[src/rtl/instr_fetch_ctrl_if.sv]
`default_nettype none
// ============================================================================
//  Module   : instr_fetch_ctrl_if
//  Brief    : Memory read port and decode-side valid/ready bundle of the
//             instruction fetch sequencer.
//  Revision : 1.0 - initial release
// ============================================================================
interface instr_fetch_ctrl_if #(
    parameter int ADDR_W = 8,
    parameter int DATA_W = 8
);
    logic [ADDR_W-1:0] instruction_address;
    logic [DATA_W-1:0] instruction_data;
    logic              instr_valid;
    logic              instr_ready;
    logic [DATA_W-1:0] instr_out;
    logic [ADDR_W-1:0] instr_pc;

    modport master (
        output instruction_address,
        input  instruction_data,
        output instr_valid,
        input  instr_ready,
        output instr_out,
        output instr_pc
    );

    modport slave (
        input  instruction_address,
        output instruction_data,
        input  instr_valid,
        output instr_ready,
        input  instr_out,
        input  instr_pc
    );
endinterface
`default_nettype wire

[src/rtl/instr_fetch_ctrl.sv]
`default_nettype none
// ============================================================================
//  Module   : instr_fetch_ctrl
//  Brief    : PC sequencer for a combinational instruction memory feeding a
//             small prefetch FIFO; handles start, redirect, halt opcode and
//             end-of-program. Define INSTR_FETCH_WRAP_EN to loop the program.
//  Revision : 1.0 - initial release
// ============================================================================
module instr_fetch_ctrl #(
    parameter int                ADDR_W      = 8,
    parameter int                DATA_W      = 8,
    parameter int                PROG_DEPTH  = 6,
    parameter int                FIFO_DEPTH  = 2,
    parameter logic [ADDR_W-1:0] RESET_PC    = '0,
    parameter logic [DATA_W-1:0] HALT_OPCODE = DATA_W'(8'hFF)
) (
    input  wire logic              clk,
    input  wire logic              rst_n,
    input  wire logic              start,
    input  wire logic              redirect_valid,
    input  wire logic [ADDR_W-1:0] redirect_addr,
    instr_fetch_ctrl_if.master     bus,
    output logic                   busy,
    output logic                   halted,
    output logic                   pc_err
);

    localparam int                  c_ptr_w      = (FIFO_DEPTH > 1) ? $clog2(FIFO_DEPTH) : 1;
    localparam int                  c_cnt_w      = c_ptr_w + 1;
    localparam logic [c_cnt_w-1:0]  c_fifo_full  = c_cnt_w'(FIFO_DEPTH);
    localparam logic [ADDR_W-1:0]   c_last_pc    = ADDR_W'(PROG_DEPTH - 1);
    localparam logic [ADDR_W:0]     c_prog_depth = (ADDR_W + 1)'(PROG_DEPTH);

    typedef enum logic [1:0] {
        S_IDLE   = 2'd0,
        S_FETCH  = 2'd1,
        S_DRAIN  = 2'd2,
        S_HALTED = 2'd3
    } state_t;

    state_t              r_state;
    state_t              w_state_next;
    logic [ADDR_W-1:0]   r_pc;
    logic [ADDR_W-1:0]   w_pc_next;
    logic                r_pc_err;
    logic                w_pc_err_next;

    logic [DATA_W-1:0]   r_fifo_data [FIFO_DEPTH];
    logic [ADDR_W-1:0]   r_fifo_pc   [FIFO_DEPTH];
    logic [c_ptr_w-1:0]  r_wr_ptr;
    logic [c_ptr_w-1:0]  r_rd_ptr;
    logic [c_cnt_w-1:0]  r_count;

    logic                w_active;
    logic                w_redirect_ok;
    logic                w_push;
    logic                w_pop;
    logic                w_flush;

    assign w_active      = (r_state == S_FETCH) || (r_state == S_DRAIN);
    assign w_redirect_ok = ({1'b0, redirect_addr} < c_prog_depth);
    assign w_pop         = (r_count != '0) && bus.instr_ready;

    always_ff @(posedge clk) begin
        if (!rst_n) begin
            r_state  <= S_IDLE;
            r_pc     <= RESET_PC;
            r_pc_err <= 1'b0;
        end else begin
            r_state  <= w_state_next;
            r_pc     <= w_pc_next;
            r_pc_err <= w_pc_err_next;
        end
    end

    always_comb begin
        w_state_next  = r_state;
        w_pc_next     = r_pc;
        w_pc_err_next = 1'b0;
        w_push        = 1'b0;
        w_flush       = 1'b0;

        // A redirect outranks fetch, pop and start while the sequencer is active.
        if (w_active && redirect_valid) begin
            w_flush = 1'b1;
            if (w_redirect_ok) begin
                w_pc_next    = redirect_addr;
                w_state_next = S_FETCH;
            end else begin
                w_pc_err_next = 1'b1;
                w_state_next  = S_HALTED;
            end
        end else begin
            case (r_state)
                S_IDLE, S_HALTED: begin
                    if (start) begin
                        w_state_next = S_FETCH;
                        w_pc_next    = RESET_PC;
                    end
                end
                S_FETCH: begin
                    // A full FIFO still accepts a fetch when its head leaves this cycle.
                    if ((r_count != c_fifo_full) || w_pop) begin
                        w_push = 1'b1;
                        if (bus.instruction_data == HALT_OPCODE) begin
                            w_state_next = S_DRAIN;
                        end else if (r_pc == c_last_pc) begin
`ifdef INSTR_FETCH_WRAP_EN
                            w_pc_next = '0;
`else
                            w_state_next = S_DRAIN;
`endif
                        end else begin
                            w_pc_next = r_pc + ADDR_W'(1);
                        end
                    end
                end
                S_DRAIN: begin
                    if (r_count == '0) begin
                        w_state_next = S_HALTED;
                    end
                end
                default: begin
                    w_state_next = S_IDLE;
                end
            endcase
        end
    end

    always_ff @(posedge clk) begin
        if (!rst_n) begin
            r_wr_ptr <= '0;
            r_rd_ptr <= '0;
            r_count  <= '0;
            for (int i = 0; i < FIFO_DEPTH; i++) begin
                r_fifo_data[i] <= '0;
                r_fifo_pc[i]   <= '0;
            end
        end else if (w_flush) begin
            r_wr_ptr <= '0;
            r_rd_ptr <= '0;
            r_count  <= '0;
        end else begin
            if (w_push) begin
                r_fifo_data[r_wr_ptr] <= bus.instruction_data;
                r_fifo_pc[r_wr_ptr]   <= r_pc;
                r_wr_ptr              <= r_wr_ptr + c_ptr_w'(1);
            end
            if (w_pop) begin
                r_rd_ptr <= r_rd_ptr + c_ptr_w'(1);
            end
            case ({w_push, w_pop})
                2'b10:   r_count <= r_count + c_cnt_w'(1);
                2'b01:   r_count <= r_count - c_cnt_w'(1);
                default: r_count <= r_count;
            endcase
        end
    end

    assign bus.instruction_address = r_pc;
    assign bus.instr_valid         = (r_count != '0);
    assign bus.instr_out           = r_fifo_data[r_rd_ptr];
    assign bus.instr_pc            = r_fifo_pc[r_rd_ptr];
    assign busy                    = w_active;
    assign halted                  = (r_state == S_HALTED);
    assign pc_err                  = r_pc_err;

endmodule
`default_nettype wire
[src/flat_wrapper.sv]
// flat-port wrapper written by rule: the top's interface ports become plain ports
module instr_fetch_ctrl_flat 
#(
    parameter int                ADDR_W      = 8,
    parameter int                DATA_W      = 8,
    parameter int                PROG_DEPTH  = 6,
    parameter int                FIFO_DEPTH  = 2,
    parameter logic [ADDR_W-1:0] RESET_PC    = '0,
    parameter logic [DATA_W-1:0] HALT_OPCODE = DATA_W'(8'hFF)
)
  (clk, rst_n, start, redirect_valid, redirect_addr, busy, halted, pc_err, bus_instruction_address, bus_instruction_data, bus_instr_valid, bus_instr_ready, bus_instr_out, bus_instr_pc);
  instr_fetch_ctrl_if #(.ADDR_W(ADDR_W), .DATA_W(DATA_W)) bus_i ();
  input  wire logic clk;
  input  wire logic rst_n;
  input  wire logic start;
  input  wire logic redirect_valid;
  input  wire logic [ADDR_W-1:0] redirect_addr;
  output logic busy;
  output logic halted;
  output logic pc_err;
  output wire logic [$bits(bus_i.instruction_address)-1:0] bus_instruction_address;
  input wire logic [$bits(bus_i.instruction_data)-1:0] bus_instruction_data;
  output wire logic [$bits(bus_i.instr_valid)-1:0] bus_instr_valid;
  input wire logic [$bits(bus_i.instr_ready)-1:0] bus_instr_ready;
  output wire logic [$bits(bus_i.instr_out)-1:0] bus_instr_out;
  output wire logic [$bits(bus_i.instr_pc)-1:0] bus_instr_pc;
  assign bus_instruction_address = bus_i.instruction_address;
  assign bus_i.instruction_data = bus_instruction_data;
  assign bus_instr_valid = bus_i.instr_valid;
  assign bus_i.instr_ready = bus_instr_ready;
  assign bus_instr_out = bus_i.instr_out;
  assign bus_instr_pc = bus_i.instr_pc;
  instr_fetch_ctrl #(.ADDR_W(ADDR_W), .DATA_W(DATA_W), .PROG_DEPTH(PROG_DEPTH), .FIFO_DEPTH(FIFO_DEPTH), .RESET_PC(RESET_PC), .HALT_OPCODE(HALT_OPCODE)) u_core (.clk(clk), .rst_n(rst_n), .start(start), .redirect_valid(redirect_valid), .redirect_addr(redirect_addr), .bus(bus_i), .busy(busy), .halted(halted), .pc_err(pc_err));
endmodule
[config.mk]
export PLATFORM = sky130hd
export DESIGN_NAME = instr_fetch_ctrl_flat
export DESIGN_NICKNAME = d
export VERILOG_FILES = /design/src/rtl/instr_fetch_ctrl_if.sv /design/src/rtl/instr_fetch_ctrl.sv /design/src/flat_wrapper.sv
export SDC_FILE = /design/constraint.sdc
export NUM_CORES = 1
export LEC_CHECK = 0
export ABC_AREA = 1
export CAP_MARGIN = 10
export CORE_ASPECT_RATIO = 1.75
export CORE_MARGIN = 5
export CORE_UTILIZATION = 42
export DETAILED_ROUTE_END_ITERATION = 8
export PLACE_DENSITY = 0.73
export SYNTH_ARGS = -nofsm -noshare
export SYNTH_HDL_FRONTEND = slang
export SYNTH_SLANG_ARGS = --single-unit
[constraint.sdc]
create_clock -name clk -period 2.9 [get_ports clk]
set_input_delay 0.58 -clock clk [delete_from_list [all_inputs] [get_ports clk]]
set_output_delay 0.58 -clock clk [all_outputs]
set_load 0.1 [all_outputs]
==> flow_metrics.py, run 1 <==
metrics = {
    "sta": {
        "hold_viol": 0,
        "worst_pin_slew_ps": 720,
        "fmax_ghz": 0.428,
        "setup_slack_ps": 561,
        "maxSlewHeadroom": 0.519,
        "setup-tns-final_ps": 0,
        "setup_viol": 0,
        "slew_viol_final": 0,
        "rsz0062_at_grt": "no",
        "period_share": 0.807,
        "finClkSkew_ps": 8.69,
        "fin_crit_ps": 2340,
    },
    "floorplanning": {
        "dieHeight_um": 114,
        "num_rows": 37,
        "die_area_um2": 7860,
        "fp.dieW_um": 69.2,
        "start_util": 0.435,
        "pin_count": 49,
        "core_um2": 5930,
    },
    "synth": {
        "syn_area_um2": 2570,
        "synthDistinctLibCells": 33,
        "synth_top_area_frac": 0.373,
        "ys.flop_type": "edfxtp_1",
        "synthCells": 274,
        "synth_common_cells": "nor2_1, nand2_1, edfxtp_1",
        "synth_area_leaders": "edfxtp_1, dfxtp_1, mux2_2",
        "async_reset_ff_frac": 0,
        "yosysWarnings": 0,
        "yosysMostFrequentCell": "nor2_1",
        "yosysSeqAreaShare": 0.498,
        "synth_edf_count": 32,
        "synth_top_cell_by_area": "edfxtp_1",
        "syn_avg_cell_area_um2": 9.40,
        "ys_ff_latch": 48,
        "syn-num-nets": 301,
    },
    "worst_setup_path": {
        "critPathRequiredTime_ps": 2320,
        "arrival_ps": 1760,
        "criticalPathCategory": "reg2out",
        "cp-start-kind": "register",
        "crit_fanout": 16,
        "endpoint_kind": "output pin",
    },
    "clocking": {
        "h-tree-depth": 2,
        "cts.sinks": 48,
        "cts_tree": "done",
        "ctsHoldBuffers": 0,
        "cts_made_buffers": 5,
        "cts_buffer_depth": 2,
        "clkTransAtPathRegs_ps": 90,
        "postCtsSetupRepairBufs": 0,
        "cts_resized": 0,
        "clock_latency_ps": 300,
        "root_buffer": "clkbuf_8",
    },
    "global_route": {
        "grt_max_degree": 17,
        "grt_use_total": 0.134,
        "antenna_found_initial": 0,
        "grt_overflow": 0,
        "grt_pass1_wl_um": 8530,
        "grt_pass1_vias": 1966,
    },
    "outcome": {
        "status": "finished, final reports clean",
    },
    "hold_path": {
        "holdCritPathClass": "reg2reg",
    },
    "routing": {
        "vias": 1935,
        "via_per_inst": 4.78,
        "ant_nets": 0,
        "drtIter0Drc": 147,
        "first_pass_iters": 4,
        "drcViolationCount": 0,
        "avgRoutedWirePerCell_um": 12.5,
        "routed_wl_um": 5050,
    },
    "run": {
        "cap_viol_max_count": 0,
    },
    "placement": {
        "dpl.cell_count": 397,
        "dp_worst_setup_slack_ps": 328,
        "hpwl_um": 3820,
        "io_buffers": 48,
        "routabilityCongestion": 0.791,
    },
    "cells_and_area": {
        "n_antenna_cell": 0,
        "seq_area_um2": 1280,
        "drive_above_1_share": 0.318,
        "final_util": 0.534,
        "nets": 353,
        "multi_input_comb_area_um2": 1110,
        "num-fill-cells": 596,
        "post_layout_nonfiller_instances": 405,
        "area_growth_pct": 22.8,
    },
}
## metal layers
metal	routed length, µm	part of all wire	global-route usage
met3	242	0.048	0.0282
met4	97	0.019	0.0613
met2	2770	0.55	0.257
met5	0	0	0
met1	1950	0.39	0.136
## worst paths after layout
path / depth (start not counted) / slack (ps) / startpoint / end
setup reg to reg: 11 / 720 / u_core.r_state[0] / u_core.r_count[1]
hold reg to reg: 2 / 490 / u_core.r_rd_ptr / u_core.r_rd_ptr
hold / removal: 2 / 490 / u_core.r_rd_ptr / u_core.r_rd_ptr
setup / recovery: 2 / 560 / register / bus_instr_pc[1]
## critical path, cell delays in order, from the launching register on
cell     delay, ps
dfxtp_1        800
mux2_2         420
buf_4          230
## per-stage QoR
stage	instance area, µm²	hold WS (ps)
3_3_place_gp	3050	468
5_1_grt	3160	512
3_5_place_dp	3050	479
4_1_cts	3160	492
6_report	3160	490
2_1_floorplan	2570	461
## registers in the layout, indices dropped and copies added (netlist names), named ones only
name,cells
u_core.bus.instruction_address,8
u_core.pc_err,1
u_core.r_count,2
u_core.r_fifo_data,16
u_core.r_fifo_pc,16
u_core.r_rd_ptr,1
u_core.r_state,2
u_core.r_wr_ptr,1
## cells by family (layout without fill, tap and decap cells)
family,Yosys count,after routing,share of synthesized area
AND/OR/NAND/NOR,146,146,0.282
flip-flops,48,48,0.498
AO/OA/AOI/OAI,17,17,0.0398
adder cells (fa/ha/maj),6,6,0.0292
XOR/XNOR,3,3,0.0102
buffers and inverters,38,91,0.0714
multiplexers,16,16,0.0700
## cell usage in the layout, fill, tap and decap left out, types with 2 or more instances in the layout
| cell type | count |
|---|---|
| nor2_2 | 23 |
| nand3_1 | 9 |
| inv_4 | 2 |
| dfxtp_1 | 16 |
| nor3_1 | 2 |
| clkdlybuf4s50_1 | 20 |
| edfxtp_1 | 32 |
| o21ai_0 | 5 |
| xor2_1 | 2 |
| ha_1 | 6 |
| mux2_2 | 16 |
| nor2_1 | 48 |
| buf_4 | 32 |
| inv_2 | 3 |
| nand2_1 | 41 |
| nor2_4 | 5 |
| clkbuf_8 | 5 |
| inv_1 | 26 |
| nand4_1 | 3 |
| nand3_2 | 2 |
| nand2_4 | 3 |
| nand2_2 | 7 |
| a21oi_1 | 9 |
## final cells by class
cell class / instances / share of cell area
sequential: 48 / 0.405
multi-input combinational: 188 / 0.351
inverter: 31 / 0.0384
tap: 78 / 0.0309
timing repair buffer: 52 / 0.139
clock inverter: 3 / 0.0135
clock buffer: 5 / 0.0218
Power of run 1 is not shown: default switching activity piles up to over one toggle a cycle in this logic, so the estimate is an artifact.
==> inputs of run 2 (changes only) <==
- clock period: 2.9 -> 2.2 ns (I/O delays scaled with it)
==> flow_metrics.py, run 2 (same netlist as run 1, synthesis figures left out) <==
metrics = {
    "global_route": {
        "grt_use_total": 0.146,
        "grt_pass1_wl_um": 9110,
        "antenna_found_initial": 0,
        "grt_overflow": 0,
        "grt_pass1_vias": 2076,
        "grt_max_degree": 17,
    },
    "sta": {
        "finClkSkew_ps": 8.48,
        "rsz0062_at_grt": "no",
        "setup_slack_ps": 157,
        "slew_viol_final": 0,
        "fmax_ghz": 0.489,
        "period_share": 0.929,
        "fin_crit_ps": 2040,
        "worst_pin_slew_ps": 323,
        "hold_viol": 0,
        "setup_viol": 0,
        "maxSlewHeadroom": 0.784,
        "whs_ps": 487,
    },
    "run": {
        "cap_viol_max_count": 0,
    },
    "clocking": {
        "postCtsSetupRepairBufs": 0,
        "clkTransAtPathRegs_ps": 80,
        "root_buffer": "clkbuf_8",
        "ctsHoldBuffers": 0,
        "cts_buffer_depth": 2,
        "cts_tree": "done",
        "cts.sinks": 48,
        "cts_made_buffers": 5,
        "h-tree-depth": 2,
        "clock_latency_ps": 300,
        "cts_resized": 0,
    },
    "cells_and_area": {
        "final_common_cell": "nor2_1",
        "seq_area_um2": 1280,
        "area_growth_pct": 33.4,
        "post_layout_nonfiller_instances": 412,
        "nets": 360,
        "multi_input_comb_area_um2": 1110,
        "layout_common_cells": "nor2_1, nand2_1, edfxtp_1",
        "drive_above_1_share": 0.326,
        "n_antenna_cell": 0,
        "final_util": 0.580,
        "num-fill-cells": 568,
    },
    "routing": {
        "via_per_inst": 4.76,
        "routed_wl_um": 5280,
        "ant_nets": 0,
        "avgRoutedWirePerCell_um": 12.8,
        "first_pass_iters": 5,
        "drtIter0Drc": 47,
        "drcViolationCount": 0,
        "vias": 1963,
    },
    "worst_setup_path": {
        "worstReg2RegEnd": "u_core.r_count[1]",
        "r2r_slack_ps": 160,
        "cp-start-kind": "register",
        "r2r_cells": 11,
        "arrival_ps": 2230,
        "crit_fanout": 4,
        "r2r_start": "u_core.r_state[0]",
        "endpoint_kind": "register",
        "critPathRequiredTime_ps": 2390,
        "criticalPathCategory": "reg2reg",
    },
    "placement": {
        "routabilityCongestion": 0.853,
        "dp_worst_setup_slack_ps": -4.50,
        "dpl.cell_count": 404,
        "hpwl_um": 4140,
        "io_buffers": 48,
    },
    "floorplanning": {
        "start_util": 0.435,
        "pin_count": 49,
        "num_rows": 37,
        "dieHeight_um": 114,
        "die_area_um2": 7860,
        "fp.dieW_um": 69.2,
        "core_um2": 5930,
    },
    "hold_path": {
        "hp-start": "u_core.r_rd_ptr",
        "holdPathEnd": "u_core.r_rd_ptr",
        "holdCritPathClass": "reg2reg",
        "hold_path_depth": 2,
    },
    "outcome": {
        "status": "finished, final reports clean",
    },
}
-- run 2: cell types whose count changed in the layout (fill, tap and decap cells not counted), sizes merged --
cell	previous run	this run
clkinv	1	2
clkinvlp	1	0
buf	32	39
-- run 2: layout make-up --
class / count / area share
timing repair buffer: 59 / 0.209
clock inverter: 3 / 0.0109
tap: 78 / 0.0284
inverter: 31 / 0.0353
sequential: 48 / 0.373
clock buffer: 5 / 0.0200
multi-input combinational: 188 / 0.323
-- run 2: worst max-delay path, stage by stage (launching register included) --
cell and delay, ps:
dfxtp_1 380, inv_1 60, ha_1 370, nor2_4 70
inv_4 80, nand2_4 60, nor2_4 120, inv_4 50
ha_1 290, nor3b_1 240, xnor2_1 150, nor2_1 50
-- run 2: how the worst max path moves through the flow --
stage          slack [ps]                                end                               from
2_1_floorplan          50  u_core.bus.instruction_address[6]  u_core.bus.instruction_address[1]
6_report              160                  u_core.r_count[1]                  u_core.r_state[0]
4_1_cts               120                  u_core.r_count[1]                  u_core.r_state[0]
3_5_place_dp           -4                  u_core.r_count[1]                     redirect_valid
5_1_grt                 9                  u_core.r_count[1]                  u_core.r_state[0]
3_3_place_gp           50                  u_core.r_count[1]                     redirect_valid
-- run 2: stage by stage --
stage	instance area [µm²]	TNS, ps
2_1_floorplan	2570	0
3_3_place_gp	3330	0
3_5_place_dp	3330	-4.50
4_1_cts	3430	0
5_1_grt	3430	0
6_report	3430	0
-- run 2: layer usage --
layer | share of wire | up-vias | track usage | wire length, µm
met3 | 0.035 | 8 | 0.0335 | 186
met4 | 0.026 | 0 | 0.0743 | 139
li1 | - | 999 | - | -
met1 | 0.36 | 914 | 0.136 | 1920
met2 | 0.58 | 42 | 0.288 | 3040
met5 | 0 | - | 0 | 0
Power of run 2 is left out for the same reason.
==> inputs of run 3 (changes only) <==
- ABC_AREA: 1 -> default
- PLACE_DENSITY: 0.73 -> 0.74
==> flow_metrics.py, run 3 <==
metrics = {
    "outcome": {
        "status": "finished, final reports clean",
    },
    "worst_setup_path": {
        "arrival_ps": 2390,
        "critPathRequiredTime_ps": 2440,
        "crit_slowest_cell": "or4_4",
        "crit_fanout": 8,
        "endpoint_kind": "register",
        "timing.critical_path.cells": "ha_4 > and2b_2 > nor3_1 > or4_4 > or4_4 > a21oi_2",
        "worstPathBufferInverterCount": 0,
        "criticalPathCategory": "reg2reg",
        "crit_top_cell": "or4_4",
        "critPathMaxStageDelay_ps": 570,
        "cp_top_family": "simple AND/OR/NAND/NOR gates",
        "cp-start-kind": "register",
    },
    "sta": {
        "fin_crit_ps": 2150,
        "finClkSkew_ps": 7.14,
        "fmax_ghz": 0.465,
        "setup_viol": 0,
        "slew_viol_final": 0,
        "maxSlewHeadroom": 0.748,
        "period_share": 0.977,
        "hold_viol": 0,
        "worst_pin_slew_ps": 368,
        "rsz0062_at_grt": "yes",
    },
    "floorplanning": {
        "pin_count": 49,
        "start_util": 0.429,
        "num_rows": 36,
        "die_area_um2": 7320,
        "fp.dieW_um": 66.9,
        "dieHeight_um": 110,
        "core_um2": 5540,
    },
    "synth": {
        "yosysWarnings": 0,
        "synthCells": 212,
        "synth_top_area_frac": 0.404,
        "syn_avg_cell_area_um2": 11.2,
        "yosysMostFrequentCell": "edfxtp_1",
        "synthDistinctLibCells": 39,
        "synth_common_cells": "edfxtp_1, and2_1, dfxtp_1, mux2_2, a21oi_1",
        "async_reset_ff_frac": 0,
        "synth_edf_count": 32,
        "syn_area_um2": 2380,
        "syn-num-nets": 239,
        "ys.flop_type": "edfxtp_1",
        "synth_top_cell_by_area": "edfxtp_1",
        "synth_area_leaders": "edfxtp_1, dfxtp_1, and2_1",
        "ys_ff_latch": 48,
        "yosysSeqAreaShare": 0.539,
    },
    "placement": {
        "dpl.cell_count": 350,
        "hpwl_um": 4100,
        "placed_area_um2": 3300,
        "io_buffers": 48,
        "routabilityCongestion": 0.854,
    },
    "clocking": {
        "cts.sinks": 48,
        "ctsHoldBuffers": 0,
        "h-tree-depth": 2,
        "cts_tree": "done",
        "cts_made_buffers": 5,
        "root_buffer": "clkbuf_8",
        "clkTransAtPathRegs_ps": 90,
        "cts_buffer_depth": 2,
        "clock_latency_ps": 300,
    },
    "hold_path": {
        "holdCritPathClass": "reg2reg",
    },
    "global_route": {
        "grt_use_total": 0.164,
        "grt_pass1_wl_um": 8950,
        "grt_overflow": 0,
        "antenna_found_initial": 0,
        "grt_pass1_vias": 1906,
        "grt_max_degree": 17,
    },
    "cells_and_area": {
        "n_antenna_cell": 0,
        "stdcell_area_um2": 3490,
        "post_layout_nonfiller_instances": 359,
        "area_growth_pct": 46.7,
        "nets": 309,
        "drive_above_1_share": 0.336,
        "final_common_cell": "edfxtp_1",
        "layout_common_cells": "edfxtp_1, and2_1, buf_4",
    },
    "routing": {
        "drcViolationCount": 0,
        "first_pass_iters": 4,
        "via_per_inst": 5.18,
        "avgRoutedWirePerCell_um": 15.2,
        "routed_wl_um": 5450,
        "vias": 1859,
        "drtIter0Drc": 33,
        "ant_nets": 0,
    },
    "run": {
        "cap_viol_max_count": 0,
    },
}
## run 3: changes by cell type after synthesis, moves of 4 or more
cell / before / now
nand2_1: 41 / 4
nor2_1: 48 / 12
and2_1: 0 / 31
nor2_2: 23 / 0
inv_1: 26 / 7
nor3_1: 2 / 10
nand2_2: 7 / 0
clkbuf_1: 1 / 7
a2111oi_0: 0 / 5
nor2_4: 5 / 0
a21oi_1: 9 / 13
o21ai_0: 5 / 9
## run 3: through the flow
step	hold slack, ps	setup WS, ps	TNS [ps]	util
finish	529	51.2	0	0.630
global route	574	-16.1	-49.6	0.630
CTS	525	28.5	0	0.626
detailed placement	509	-482	-4880	0.596
global placement	495	-446	-4260	0.596
floorplan	471	-71.3	-2330	-
## run 3: final cells by class
cell class	instances	area (µm²)
Multi-Input combinational cell	149	1070
Sequential cell	48	1290
Clock buffer	5	68.8
Fill cell	427	2050
Tap cell	76	95.1
Inverter	7	30.0
Timing Repair Buffer	71	842
Clock inverter	3	90.1
## run 3: per-layer routing
| layer | global-route usage | part of all wire | vias to the layer above |
|---|---|---|---|
| met5 | 0 | 0 | - |
| met4 | 0.0711 | 0.025 | 0 |
| met3 | 0.0286 | 0.039 | 9 |
| met2 | 0.313 | 0.59 | 43 |
| met1 | 0.167 | 0.35 | 891 |
| li1 | - | - | 916 |
## run 3: logic make-up after synthesis
| logic type | share of synthesized area |
|---|---|
| xor gates and xnor gates | 0.0295 |
| AOI/OAI and AO/OA | 0.0926 |
| muxes | 0.0758 |
| and+or+nand+nor | 0.207 |
| adders and majority gates | 0.0316 |
| DFF | 0.539 |
| buffers and inverters | 0.0242 |
## run 3: timing repair
| item | in CTS | in global routing |
|---|---|---|
| resized for setup | 4 | 7 |
| endpoints found under the setup margin | 6 | 5 |
| cloned | 0 | 0 |
| buffers inserted | 1 | 0 |
| pin swaps | 4 | 2 |
| endpoints found under the hold margin | 0 | 0 |
## run 3: path summary, 6_finish.rpt
| path | start | end | slack (ps) | depth (start not counted) |
|---|---|---|---|---|
| min | u_core.r_rd_ptr | register | 530 | 2 |
| min reg2reg | u_core.r_rd_ptr | register | 530 | 2 |
| max | u_core.r_state[1] | u_core.bus.instruction_address[7] | 50 | 6 |
| max reg2reg | u_core.r_state[1] | u_core.bus.instruction_address[7] | 50 | 6 |
## run 3: worst min-delay path: stages (launching register included)
cell and delay [ps]:
dfxtp_1 340, xnor2_1 80, nor2_1 70
Power of run 3 is left out for the same reason.
